## config.mk

```make
export PLATFORM = sky130hd
export DESIGN_NAME = load_store_unit
export DESIGN_NICKNAME = d
export VERILOG_FILES = /design/src/rtl/load_store_unit.sv
export SDC_FILE = /design/constraint.sdc
export NUM_CORES = 1
export LEC_CHECK = 0
export ABC_AREA = 0
export BUFFER_PORTS_ARGS = -buffer_cell sky130_fd_sc_hd__buf_2
export CORE_MARGIN = 3
export CORE_UTILIZATION = 50
export CTS_CLUSTER_SIZE = 28
export DETAILED_ROUTE_END_ITERATION = 12
export HOLD_SLACK_MARGIN = 0.06
export PLACE_DENSITY = 0.77
export SYNTH_ARGS = -nofsm -noshare
export SYNTH_HDL_FRONTEND = slang
export SYNTH_SLANG_ARGS = --single-unit
```

## constraint.sdc

```tcl
create_clock -name clk -period 3.2 [get_ports clk]
set_input_delay 0.48 -clock clk [delete_from_list [all_inputs] [get_ports clk]]
set_output_delay 0.48 -clock clk [all_outputs]
set_load 0.005 [all_outputs]
```

## src/rtl/load_store_unit.sv

```systemverilog
// Memory-access stage: decodes RISC-V loads/stores onto a word-wide, byte-addressed RAM.
// Sub-word stores are done as read-modify-write; misaligned or illegal requests fault without touching memory.
module load_store_unit #(
  parameter int ADDRESS_WIDTH = 32,
  parameter int DATA_WIDTH    = 32
) (
  input  logic                     clk,
  input  logic                     rst_n,
  input  logic                     req_valid,
  output logic                     req_ready,
  input  logic                     req_we,
  input  logic [2:0]               req_funct3,
  input  logic [ADDRESS_WIDTH-1:0] req_addr,
  input  logic [DATA_WIDTH-1:0]    req_wdata,
  output logic                     resp_valid,
  output logic [DATA_WIDTH-1:0]    resp_rdata,
  output logic                     resp_fault,
  output logic                     mem_WE,
  output logic [ADDRESS_WIDTH-1:0] mem_addr,
  output logic [DATA_WIDTH-1:0]    mem_WD,
  input  logic [DATA_WIDTH-1:0]    mem_RD
);

  typedef enum logic [1:0] {IDLE, ACCESS, WRITE, RESP} state_t;

  localparam logic [2:0] F3_B  = 3'd0;
  localparam logic [2:0] F3_H  = 3'd1;
  localparam logic [2:0] F3_W  = 3'd2;
  localparam logic [2:0] F3_BU = 3'd4;
  localparam logic [2:0] F3_HU = 3'd5;

  state_t                   state;
  logic [ADDRESS_WIDTH-1:0] addr_q;
  logic [2:0]               funct3_q;
  logic                     we_q;
  logic [DATA_WIDTH-1:0]    wdata_q;
  logic [DATA_WIDTH-1:0]    merge_q;

  logic                     req_fault;
  logic [7:0]               byte_lane;
  logic [15:0]              half_lane;
  logic [DATA_WIDTH-1:0]    load_data;
  logic [DATA_WIDTH-1:0]    merged;
  logic                     word_store;

  // NOTE: every signal assigned in always_comb gets a default first, so no path can infer a latch.
  always_comb begin
    req_fault = 1'b0;
    case (req_funct3)
      F3_B:    req_fault = 1'b0;
      F3_H:    req_fault = req_addr[0];
      F3_W:    req_fault = |req_addr[1:0];
      F3_BU:   req_fault = req_we;
      F3_HU:   req_fault = req_we | req_addr[0];
      default: req_fault = 1'b1;
    endcase
  end

  // Lane selection uses only the low address bits; the RAM word is little-endian.
  always_comb begin
    byte_lane = 8'h00;
    case (addr_q[1:0])
      2'd0: byte_lane = mem_RD[7:0];
      2'd1: byte_lane = mem_RD[15:8];
      2'd2: byte_lane = mem_RD[23:16];
      2'd3: byte_lane = mem_RD[31:24];
      default: byte_lane = 8'h00;
    endcase
    half_lane = addr_q[1] ? mem_RD[31:16] : mem_RD[15:0];

    load_data = '0;
    case (funct3_q)
      F3_B:    load_data = {{24{byte_lane[7]}}, byte_lane};
      F3_H:    load_data = {{16{half_lane[15]}}, half_lane};
      F3_W:    load_data = mem_RD;
      F3_BU:   load_data = {24'h000000, byte_lane};
      F3_HU:   load_data = {16'h0000, half_lane};
      default: load_data = '0;
    endcase

    merged = mem_RD;
    if (funct3_q == F3_B) merged[{addr_q[1:0], 3'b000} +: 8]  = wdata_q[7:0];
    else                  merged[{addr_q[1], 4'b0000} +: 16] = wdata_q[15:0];
  end

  assign word_store = we_q && (funct3_q == F3_W);
  assign req_ready  = (state == IDLE);
  assign resp_valid = (state == RESP);
  assign mem_addr   = {addr_q[ADDRESS_WIDTH-1:2], 2'b00};
  assign mem_WE     = ((state == ACCESS) && word_store) || (state == WRITE);
  assign mem_WD     = (state == WRITE) ? merge_q :
                      ((state == ACCESS) && word_store) ? wdata_q : '0;

  // NOTE: sequential state uses non-blocking assignments so every register samples pre-edge values.
  always_ff @(posedge clk or negedge rst_n) begin
    if (!rst_n) begin
      state      <= IDLE;
      addr_q     <= '0;
      funct3_q   <= '0;
      we_q       <= 1'b0;
      wdata_q    <= '0;
      merge_q    <= '0;
      resp_rdata <= '0;
      resp_fault <= 1'b0;
    end else begin
      case (state)
        IDLE: begin
          if (req_valid) begin
            addr_q   <= req_addr;
            funct3_q <= req_funct3;
            we_q     <= req_we;
            wdata_q  <= req_wdata;
            if (req_fault) begin
              resp_rdata <= '0;
              resp_fault <= 1'b1;
              state      <= RESP;
            end else begin
              state <= ACCESS;
            end
          end
        end
        ACCESS: begin
          if (!we_q) begin
            resp_rdata <= load_data;
            resp_fault <= 1'b0;
            state      <= RESP;
          end else if (word_store) begin
            resp_rdata <= '0;
            resp_fault <= 1'b0;
            state      <= RESP;
          end else begin
            merge_q <= merged;
            state   <= WRITE;
          end
        end
        WRITE: begin
          resp_rdata <= '0;
          resp_fault <= 1'b0;
          state      <= RESP;
        end
        RESP:    state <= IDLE;
        default: state <= IDLE;
      endcase
    end
  end

endmodule

```

==> reports/results.tsv, run 1 <==
stage	metric	value	unit
outcome	outcome	finished, final reports clean	
placement	dp_slack	0.5397	ns
cts	clkSinkCount	135	
critical_path	r2r.worst_path.cells	6	
die	die_w	125.0	um
synthesis	yosysTopAreaCellShare	47.75	%
cts	cts_setup_buffers	0	
power	p_total	9015	uW
die	fp-row-count	42	
timing	slew_headroom	37.45	%
timing	fin_setup_tns	0	ns
timing	worst_slew_pin_slew	0.9303	ns
synthesis	synth_edf_count	0	
cts	tritoncts	yes	
placement	place.port_buffers	200	
timing	fin_skew	0.006105	ns
die	ioPinCount	203	
timing	finalCritPeriodShare	86.16	%
cts	root_buffer	clkbuf_16	
synthesis	yosys_most_used_dff	dfrtp_1	
synthesis	synth_top_cell_by_area	dfrtp_1	
critical_path	r2r_start	addr_q[1]$_DFFE_PN0P_	
die	die_area	0.01562	sq mm
grt	antenna_found_initial	0	
timing	fmax	362.7	MHz
synthesis	yosysWarnings	0	
critical_path	reg2reg_to	resp_rdata[24]$_DFFE_PN0P_	
grt	grt_max_degree	72	
drt	routed_wl	20650	um
drt	wl_per_cell	21.22	um
grt	grt_pass1_vias	5793	
finish	mostFrequentLayoutCells	buf_2, dfrtp_1, mux2_2, nor2_1, a221oi_1	
placement	dp_hpwl	15020	um
critical_path	worst-setup-path-type	register to primary output	
critical_path	endpoint_kind	primary output	
drt	vias_per_cell	5.957	
synthesis	syn_avg_cell_area	11.32	sq um
finish	fin_util	63.23	%
placement	gp_congestion	0.9063	
drt	drt_iter0_markers	636	
synthesis	postSynth.asyncResetShare	100.0	%
die	die-height	125.0	um
cts	htreeDepth	4	
drt	num_vias	5796	
timing	period_minus_slack	2.757	ns
power	power.density	1052	mW/mm^2
power	vdd_drop_max	0.5649	mV
grt	grt_remaining_overflow	0	
synthesis	synth.yosys.seq_area_share	47.75	%
synthesis	synth.distinct_cells	49	
cts	path_clk_slew	0.06	ns
cts	cts_buffer_depth	2	
drt	ant_nets	0	
timing	rsz0062_at_grt	no	
cts	cts_resized	0	
hold_path	hold_path_class	primary input to asynchronous set/reset pin	
finish	drive_gt1_share	42.16	%
timing	setup_viol	0	
timing	finalWorstSetupSlack	0.4428	ns
die	core	0.01356	sq mm
power	p_leak	0.004073	uW
finish	final_nets	896	
timing	hold_viol	0	
finish	final_common_cell	buf_2	
finish	antennaDiodeCount	0	
synthesis	synth-seq-cells	135	
grt	grt_pass1_wl	32660	um
timing	slew_viol_final	0	
synthesis	syn_inst	625	
timing	whs	0.06000	ns
finish	fill_cells	1099	
cts	clkLatencyLatePin	0.42	ns
critical_path	crit_arrival	2.28	ns
job	maxCapViolCount	0	
critical_path	critPathMaxFanout	14	
critical_path	critPathLaunchType	register	
cts	cts_hold_buf	0	
finish	areaGrowthSynthToFinish	21.17	%
synthesis	syn_area	0.007076	sq mm
drt	firstDrtPassIters	7	
die	start_util	52.19	%
cts	numCtsBuffers	17	
grt	grt_usage	26.36	%
drt	drcViolationCount	0	
synthesis	synthTopCellsByArea	dfrtp_1, mux2_2, a221oi_1, mux2i_1, nor2_1	
critical_path	reg2reg_slack	0.47	ns
critical_path	worstPathRequired	2.72	ns
## metrics by stage
step	cells	area (sq um)
CTS	973	8573
global placement	941	8005
floorplan	626	7079
global route	973	8573
finish	973	8573
detailed placement	941	8005
## how the worst max path moves through the flow
stage	start	end	slack (ns)	cells after the start
3_5_place_dp	addr_q[1]$_DFFE_PN0P_	resp_rdata[19]$_DFFE_PN0P_	0.54	6
5_1_grt	addr_q[1]$_DFFE_PN0P_	resp_rdata[24]$_DFFE_PN0P_	0.29	6
2_1_floorplan	addr_q[1]$_DFFE_PN0P_	resp_rdata[16]$_DFFE_PN0P_	0.61	9
4_1_cts	state[0]$_DFFE_PN0N_	mem_WD[6]	0.45	6
3_3_place_gp	addr_q[1]$_DFFE_PN0P_	resp_rdata[29]$_DFFE_PN0P_	0.69	6
6_report	state[0]$_DFFE_PN0N_	mem_WD[6]	0.44	6
## synthesized netlist by cell type, types with 2 or more instances
| library cell | count |
|---|---|
| o21ai_1 | 2 |
| o21ai_0 | 3 |
| buf_1 | 11 |
| o31ai_1 | 17 |
| a31oi_1 | 17 |
| a21oi_1 | 2 |
| a222oi_1 | 8 |
| nor2b_1 | 19 |
| nor4_1 | 2 |
| buf_6 | 2 |
| a211oi_1 | 17 |
| o2bb2ai_1 | 16 |
| clkbuf_1 | 25 |
| nand3b_1 | 3 |
| nor2_1 | 67 |
| mux2_4 | 10 |
| buf_2 | 2 |
| dfrtp_1 | 135 |
| buf_4 | 33 |
| a22o_1 | 8 |
| mux2i_1 | 35 |
| inv_1 | 8 |
| mux2_2 | 75 |
| ha_1 | 9 |
| nand2_1 | 34 |
| a221oi_1 | 42 |
## critical path, stage by stage (launching register included)
cell     delay (ns)
dfrtp_1        0.43
inv_1          0.10
ha_2           0.52
buf_4          0.36
mux2i_1        0.23
nor2_1         0.06
buf_2          0.14
## layer usage
metal  vias to the layer above  track usage [%]  wire length (um)  share of wire (%)
li1                       2619                -                 -                  -
met1                      2830            36.32              8760                 42
met2                       307            41.19              9638                 47
met3                        40            6.610              1775                8.6
met4                         0            8.673               471                2.3
met5                         -                0                 0                  0
## cell type report
class | instances | area [sq um] | area share (%)
flip-flops and latches | 135 | 3378 | 39.40
well taps | 176 | 220.2 | 2.569
repair buffers | 213 | 1130 | 13.18
multi-input cells | 408 | 3243 | 37.83
clock inverters | 9 | 100.1 | 1.168
inverters | 9 | 33.78 | 0.3940
clock buffers | 23 | 467.9 | 5.458
## state kept, by name, summed over array words and instances (netlist names)
signal / count
addr_q: 32
merge_q: 32
resp_rdata: 32
wdata_q: 32
funct3_q: 3
state: 2
resp_fault: 1
we_q: 1
## kinds of logic (layout without fill, tap and decap cells)
group | after synthesis | in the layout | share of synthesized area [%]
buffers and inverters | 83 | 254 | 6.631
muxes | 120 | 120 | 19.01
adders and majority gates | 9 | 9 | 1.592
and+or+nand+nor | 139 | 139 | 9.319
DFF | 135 | 135 | 47.75
AOI/OAI and AO/OA | 138 | 138 | 15.65
other | 1 | 2 | 0.05300
## where the power goes
part	switching [uW]	internal, uW	leakage (uW)
clock	710	1180	0.000277
combinational	2140	1880	0.00214
sequential	639	2470	0.00166
total	3490	5520	0.00407
Power figures use the tool's default switching activity.
==> run 2: changes to the inputs <==
--- a/config.mk
+++ b/config.mk
@@ -6,13 +6,12 @@
 export NUM_CORES = 1
 export LEC_CHECK = 0
 export ABC_AREA = 0
-export BUFFER_PORTS_ARGS = -buffer_cell sky130_fd_sc_hd__buf_2
 export CORE_MARGIN = 3
 export CORE_UTILIZATION = 50
-export CTS_CLUSTER_SIZE = 28
+export CTS_CLUSTER_SIZE = 25
 export DETAILED_ROUTE_END_ITERATION = 12
+export DONT_BUFFER_PORTS = 1
 export HOLD_SLACK_MARGIN = 0.06
-export PLACE_DENSITY = 0.77
 export SYNTH_ARGS = -nofsm -noshare
 export SYNTH_HDL_FRONTEND = slang
 export SYNTH_SLANG_ARGS = --single-unit
==> run 2 against run 1 <==
Die area is the same. Clock power is 17% higher. Flip-flop and latch count unchanged. Register-to-register slack better by 0.12 ns. Clock skew hardly changed. Core utilization decreased by 6.9 points. First-iteration DRC count is 40% lower. Fmax shrank 2.2%. Design area fell by 11%. Critical path depth fell by 1. Via count fell by 15%. The run now ends with hold timing left. Sequential share of layout area is 4.9 points higher.
==> reports/results.tsv, run 2 (same netlist as run 1, synthesis figures left out) <==
stage	metric	value	unit	change
drt	wl_per_cell	24.71	um	+16%
finish	areaGrowthSynthToFinish	7.851	%	
placement	gp_congestion	0.9499		+4.8%
job	maxCapViolCount	0		unchanged
critical_path	cpPeakStageDelay	0.54	ns	+0.02 ns
critical_path	reg2reg_to	resp_rdata[27]$_DFFE_PN0P_		
cts	cts_setup_buffers	0		unchanged
critical_path	cpLargestDelayFamily	buffers and inverters		
timing	setup_viol	0		unchanged
outcome	outcome	finished, violations left		
finish	final_common_cell	dfrtp_1		
critical_path	critPathMostFrequentCell	buf_4		
die	fp-row-count	42		unchanged
cts	numCtsBuffers	17		unchanged
critical_path	worstPathCellList	nor3b_2 -> buf_4 -> a31oi_4 -> buf_4 -> nor2_1		
timing	fin_skew	0.006248	ns	+0.0001430 ns
power	power.density	1148	mW/mm^2	+9.2%
grt	grt_pass1_wl	29660	um	-9.2%
critical_path	critPathLaunchType	register		
timing	rsz0062_at_grt	no		
placement	place.port_buffers	0		-100%
finish	antennaDiodeCount	0		unchanged
grt	grt_pass1_vias	5022		-13%
cts	path_clk_slew	0.06	ns	about the same
drt	num_vias	4922		-15%
cts	cts_buffer_depth	2		unchanged
cts	clkSinkCount	135		unchanged
finish	drive_gt1_share	22.93	%	-19 points
die	die_w	125.0	um	unchanged
outcome	violations	hold timing		
die	die_area	0.01562	sq mm	unchanged
critical_path	endpoint_kind	primary output		
critical_path	r2r_start	addr_q[1]$_DFFE_PN0P_		
finish	final_nets	692		-23%
cts	cts_resized	0		unchanged
critical_path	crit_buf_inv	2		-1
critical_path	worst-setup-path-type	register to primary output		
critical_path	critical_path.slowest_cell	a31oi_4		
grt	grt_max_degree	136		+89%
timing	slew_headroom	35.84	%	-1.6 points
cts	root_buffer	clkbuf_16		
power	vdd_drop_max	0.6857	mV	+21%
power	p_leak	0.003218	uW	-21%
die	start_util	52.19	%	unchanged
timing	fin_setup_tns	0	ns	unchanged
timing	worst_slew_pin_slew	0.9566	ns	+0.02623 ns
grt	grt_usage	24.21	%	-2.2 points
placement	dp_slack	0.6492	ns	+0.1094 ns
drt	firstDrtPassIters	5		-2
timing	period_minus_slack	2.820	ns	+0.06310 ns
finish	mostFrequentLayoutCells	dfrtp_1, mux2_2, nor2_1, a221oi_1, mux2i_1		
die	core	0.01356	sq mm	unchanged
critical_path	reg2reg_slack	0.59	ns	+0.12 ns
cts	tritoncts	yes		
finish	fill_cells	1153		+4.9%
critical_path	critPathMaxFanout	18		+4
timing	slew_viol_final	0		unchanged
drt	vias_per_cell	6.401		+7.4%
critical_path	crit_arrival	2.34	ns	+0.06 ns
timing	hold_viol	135		+135
placement	dp_hpwl	13300	um	-11%
hold_path	hold_path_class	primary input to asynchronous set/reset pin		
timing	fmax	354.6	MHz	-2.2%
placement	dp_cells	737		-22%
timing	finalWorstSetupSlack	0.3797	ns	-0.06310 ns
drt	drt_iter0_markers	380		-40%
critical_path	r2r.worst_path.cells	6		unchanged
grt	grt_remaining_overflow	0		unchanged
timing	finalCritPeriodShare	88.13	%	+2.0 points
die	die-height	125.0	um	unchanged
die	ioPinCount	203		unchanged
drt	drcViolationCount	0		unchanged
cts	clkLatencyLatePin	0.42	ns	about the same
drt	ant_nets	0		unchanged
grt	antenna_found_initial	0		unchanged
cts	htreeDepth	4		unchanged
finish	stdcell_count	769		-21%
drt	routed_wl	19000	um	-8.0%
critical_path	worstPathRequired	2.72	ns	about the same
timing	whs	-0.2470	ns	-0.3070 ns
-- run 2: changes by cell type in the layout (fill, tap and decap cells not counted), sizes merged --
cell	previous run	this run
buf	213	9
bufinv	2	5
clkbuf	23	21
clkinvlp	2	1
-- run 2: worst reg2reg max path, delay by kind of cell (launching register included) --
family                   cells  cell delay (ns)
multiplexers                 1             0.29
buffers and inverters        1             0.21
flip-flops                   1             0.50
AO/OA/AOI/OAI                3             1.15
adder cells (fa/ha/maj)      1             0.35
-- run 2: worst max-delay path by stage --
stage	startpoint	endpoint	cells past startpoint
2_1_floorplan	addr_q[1]$_DFFE_PN0P_	resp_rdata[16]$_DFFE_PN0P_	9
3_3_place_gp	addr_q[1]$_DFFE_PN0P_	resp_rdata[31]$_DFFE_PN0P_	6
3_5_place_dp	addr_q[1]$_DFFE_PN0P_	resp_rdata[28]$_DFFE_PN0P_	6
4_1_cts	funct3_q[1]$_DFFE_PN0P_	mem_WD[8]	5
5_1_grt	funct3_q[1]$_DFFE_PN0P_	mem_WD[8]	5
6_report	funct3_q[1]$_DFFE_PN0P_	mem_WD[0]	5
-- run 2: layout make-up --
cell class	count	area, sq um	share of cell area (%)
clock buffers	21	480.5	6.296
flip-flops and latches	135	3378	44.27
well taps	176	220.2	2.886
inverters	9	33.78	0.4427
repair buffers	9	67.56	0.8854
clock inverters	11	193.9	2.541
multi-input cells	408	3257	42.68
-- run 2: per-stage QoR --
| step | area [sq um] | hold WS, ns | utilization (%) | total power [uW] |
|---|---|---|---|---|
| 6_report | 7631 | -0.2470 | 56.28 | 8763 |
| 5_1_grt | 7631 | -0.2725 | 56.28 | 9319 |
| 4_1_cts | 7631 | -0.2612 | 56.28 | 8802 |
| 3_5_place_dp | 6957 | 0.1890 | 51.31 | 6565 |
| 3_3_place_gp | 6957 | 0.1891 | 51.31 | 6438 |
| 2_1_floorplan | 7079 | 0.1844 | - | 5988 |
-- run 2: where the power goes --
group          internal, uW  switching, uW  total [uW]
registers              2470            712        3180
clock network          1470            738        2210
logic                  1490           1890        3380
-- run 2: routing by layer --
| metal | part of all wire (%) | GRT usage, % | routed length, um |
|---|---|---|---|
| met1 | 40 | 29.32 | 7646 |
| met2 | 47 | 38.63 | 8928 |
| met3 | 11 | 11.60 | 2084 |
| met4 | 1.8 | 7.270 | 343 |
| met5 | 0 | 0 | 0 |
==> run 3: changes to the inputs <==
--- a/config.mk
+++ b/config.mk
@@ -12,6 +12,7 @@
 export DETAILED_ROUTE_END_ITERATION = 12
 export DONT_BUFFER_PORTS = 1
 export HOLD_SLACK_MARGIN = 0.06
+export RECOVER_POWER = 100
 export SYNTH_ARGS = -nofsm -noshare
 export SYNTH_HDL_FRONTEND = slang
 export SYNTH_SLANG_ARGS = --single-unit
==> run 3 against run 2 <==
The flow finishes with violations (hold timing, capacitance limit, slew limit). Global-route usage unchanged. Combinational power decreased by 1%. Core utilization decreased by 0.42 points. Design area decreased by 0.74%. First-iteration DRC count increased by 4.5%. Register-to-register slack got worse by 0.05 ns. Via count increased by 0.55%. Non-clock buffer count unchanged. Largest cell class unchanged.
==> reports/results.tsv, run 3 (same netlist as run 1, synthesis figures left out) <==
stage	metric	value	unit	change
drt	firstDrtPassIters	5		unchanged
timing	rsz0062_at_grt	no		
placement	dp_hpwl	13300	um	unchanged
cts	htreeDepth	4		unchanged
outcome	outcome	finished, violations left		
timing	whs	-0.2477	ns	-0.0007630 ns
drt	routed_wl	19090	um	+0.45%
critical_path	critPathLaunchType	register		
critical_path	crit_arrival	2.43	ns	+0.09 ns
finish	final_nets	692		unchanged
critical_path	r2r.worst_path.cells	6		unchanged
critical_path	crit_buf_inv	2		unchanged
grt	grt_usage	24.21	%	unchanged
die	core	0.01356	sq mm	unchanged
grt	grt_remaining_overflow	0		unchanged
power	p_total	8713	uW	-0.57%
cts	root_buffer	clkbuf_16		
power	p_leak	0.003189	uW	-0.90%
timing	slew_viol_final	70		+70
finish	mostFrequentLayoutCells	dfrtp_1, mux2_2, nor2_1, a221oi_1, mux2i_1		
timing	finalCritPeriodShare	90.95	%	+2.8 points
critical_path	worst-setup-path-type	register to primary output		
grt	grt_max_degree	136		unchanged
die	die_w	125.0	um	unchanged
critical_path	reg2reg_to	resp_rdata[2]$_DFFE_PN0P_		
power	power.density	1150	mW/mm^2	+0.17%
critical_path	cpPeakStageDelay	0.78	ns	+0.24 ns
cts	tritoncts	yes		
critical_path	critPathMaxFanout	32		+14
grt	grtUsageMet3	11.60	%	unchanged
timing	period_minus_slack	2.910	ns	+0.09015 ns
finish	final_common_cell	dfrtp_1		
timing	fin_skew	0.006616	ns	+0.0003683 ns
die	ioPinCount	203		unchanged
timing	hold_viol	135		unchanged
placement	place.port_buffers	0		unchanged
critical_path	worstPathRequired	2.72	ns	about the same
cts	path_clk_slew	0.06	ns	about the same
timing	fmax	343.6	MHz	-3.1%
grt	grt_pass1_vias	5022		unchanged
cts	clkSinkCount	135		unchanged
outcome	violations	hold timing, capacitance limit, slew limit		
power	vdd_drop_max	0.6774	mV	-1.2%
grt	met2_usage	38.63	%	unchanged
grt	top_usage_layer	met2		
die	start_util	52.19	%	unchanged
drt	num_vias	4949		+0.55%
timing	slew_headroom	-7.628	%	-43 points
die	die-height	125.0	um	unchanged
drt	wl_per_cell	24.82	um	+0.45%
die	fp-row-count	42		unchanged
job	maxCapViolCount	1		+1
finish	drive_gt1_share	20.74	%	-2.2 points
placement	gp_congestion	0.9499		unchanged
critical_path	worstPathCellList	inv_1 -> ha_2 -> buf_2 -> mux2i_1 -> nor2_1		
cts	numCtsBuffers	17		unchanged
cts	cts_setup_buffers	0		unchanged
die	die_area	0.01562	sq mm	unchanged
cts	clkLatencyLatePin	0.42	ns	about the same
finish	antennaDiodeCount	0		unchanged
critical_path	critical_path.slowest_cell	buf_2		
timing	fin_setup_tns	0	ns	unchanged
drt	vias_per_cell	6.436		+0.55%
timing	setup_viol	0		unchanged
critical_path	endpoint_kind	primary output		
critical_path	cpLargestDelayFamily	buffers and inverters		
cts	cts_buffer_depth	2		unchanged
grt	grt_pass1_wl	29660	um	unchanged
drt	drcViolationCount	0		unchanged
critical_path	r2r_start	addr_q[1]$_DFFE_PN0P_		
grt	gr-usage-met1	29.32	%	unchanged
timing	worst_slew_pin_slew	1.609	ns	+0.6522 ns
grt	antenna_found_initial	0		unchanged
critical_path	reg2reg_slack	0.54	ns	-0.05 ns
drt	ant_nets	0		unchanged
finish	areaGrowthSynthToFinish	7.056	%	
drt	drt_iter0_markers	397		+4.5%
hold_path	hold_path_class	primary input to asynchronous set/reset pin		
==> run 3: cell types whose count changed in the layout (fill, tap and decap cells not counted), sizes merged <==
cell,change
buf,-1
clkbuf,+1
==> run 3: final cells by class <==
class / instances / area (sq um)
Sequential cell: 135 / 3378
Fill cell: 1168 / 5983
Tap cell: 176 / 220.2
Inverter: 9 / 33.78
Timing Repair Buffer: 9 / 61.31
Multi-Input combinational cell: 408 / 3207
Clock buffer: 21 / 480.5
Clock inverter: 11 / 193.9
==> run 3: worst max path at each step <==
stage                                       to               startpoint  slack (ns)  cells after the start
floorplan           resp_rdata[16]$_DFFE_PN0P_    addr_q[1]$_DFFE_PN0P_        0.61                      9
global placement    resp_rdata[31]$_DFFE_PN0P_    addr_q[1]$_DFFE_PN0P_        0.83                      6
detailed placement  resp_rdata[28]$_DFFE_PN0P_    addr_q[1]$_DFFE_PN0P_        0.65                      6
CTS                                  mem_WD[8]  funct3_q[1]$_DFFE_PN0P_        0.36                      5
global route                        mem_WD[12]     state[0]$_DFFE_PN0N_        0.13                      5
finish                              mem_WD[12]     state[0]$_DFFE_PN0N_        0.29                      5
==> run 3: routing by layer <==
metal  share of wire, %  vias to the layer above
li1                   -                     2210
met1                 40                     2478
met2                 47                      236
met4                1.6                        0
met3                 11                       25
met5                  0                        -
==> run 3: worst reg2reg max path: stages, from the launching register on <==
cell and delay (ns):
dfrtp_1 0.51, inv_1 0.21, ha_1 0.32, or4b_2 0.69, o21ai_0 0.32, a222oi_1 0.30, o2bb2ai_1 0.23
==> run 3: report_power, final <==
group / internal (uW) / leakage, uW / switching [uW]
logic: 1470 / 0.00120 / 1870
registers: 2470 / 0.00166 / 704
clock network: 1470 / 0.000329 / 740
==> run 3: through the flow <==
step           cells  utilization, %  setup slack [ns]  cell area (sq um)
2_1_floorplan    626               -            0.6091               7079
3_3_place_gp     737           51.31            0.8271               6957
3_5_place_dp     737           51.31            0.6492               6957
4_1_cts          769           56.28            0.3647               7631
5_1_grt          769           55.87            0.1260               7575
6_report         769           55.87            0.2896               7575
==> run 3: what timing repair did <==
action	4_1_cts	5_1_grt
endpoints found under the setup margin	0	0
resized for setup	0	0
hold endpoints to repair	135	135
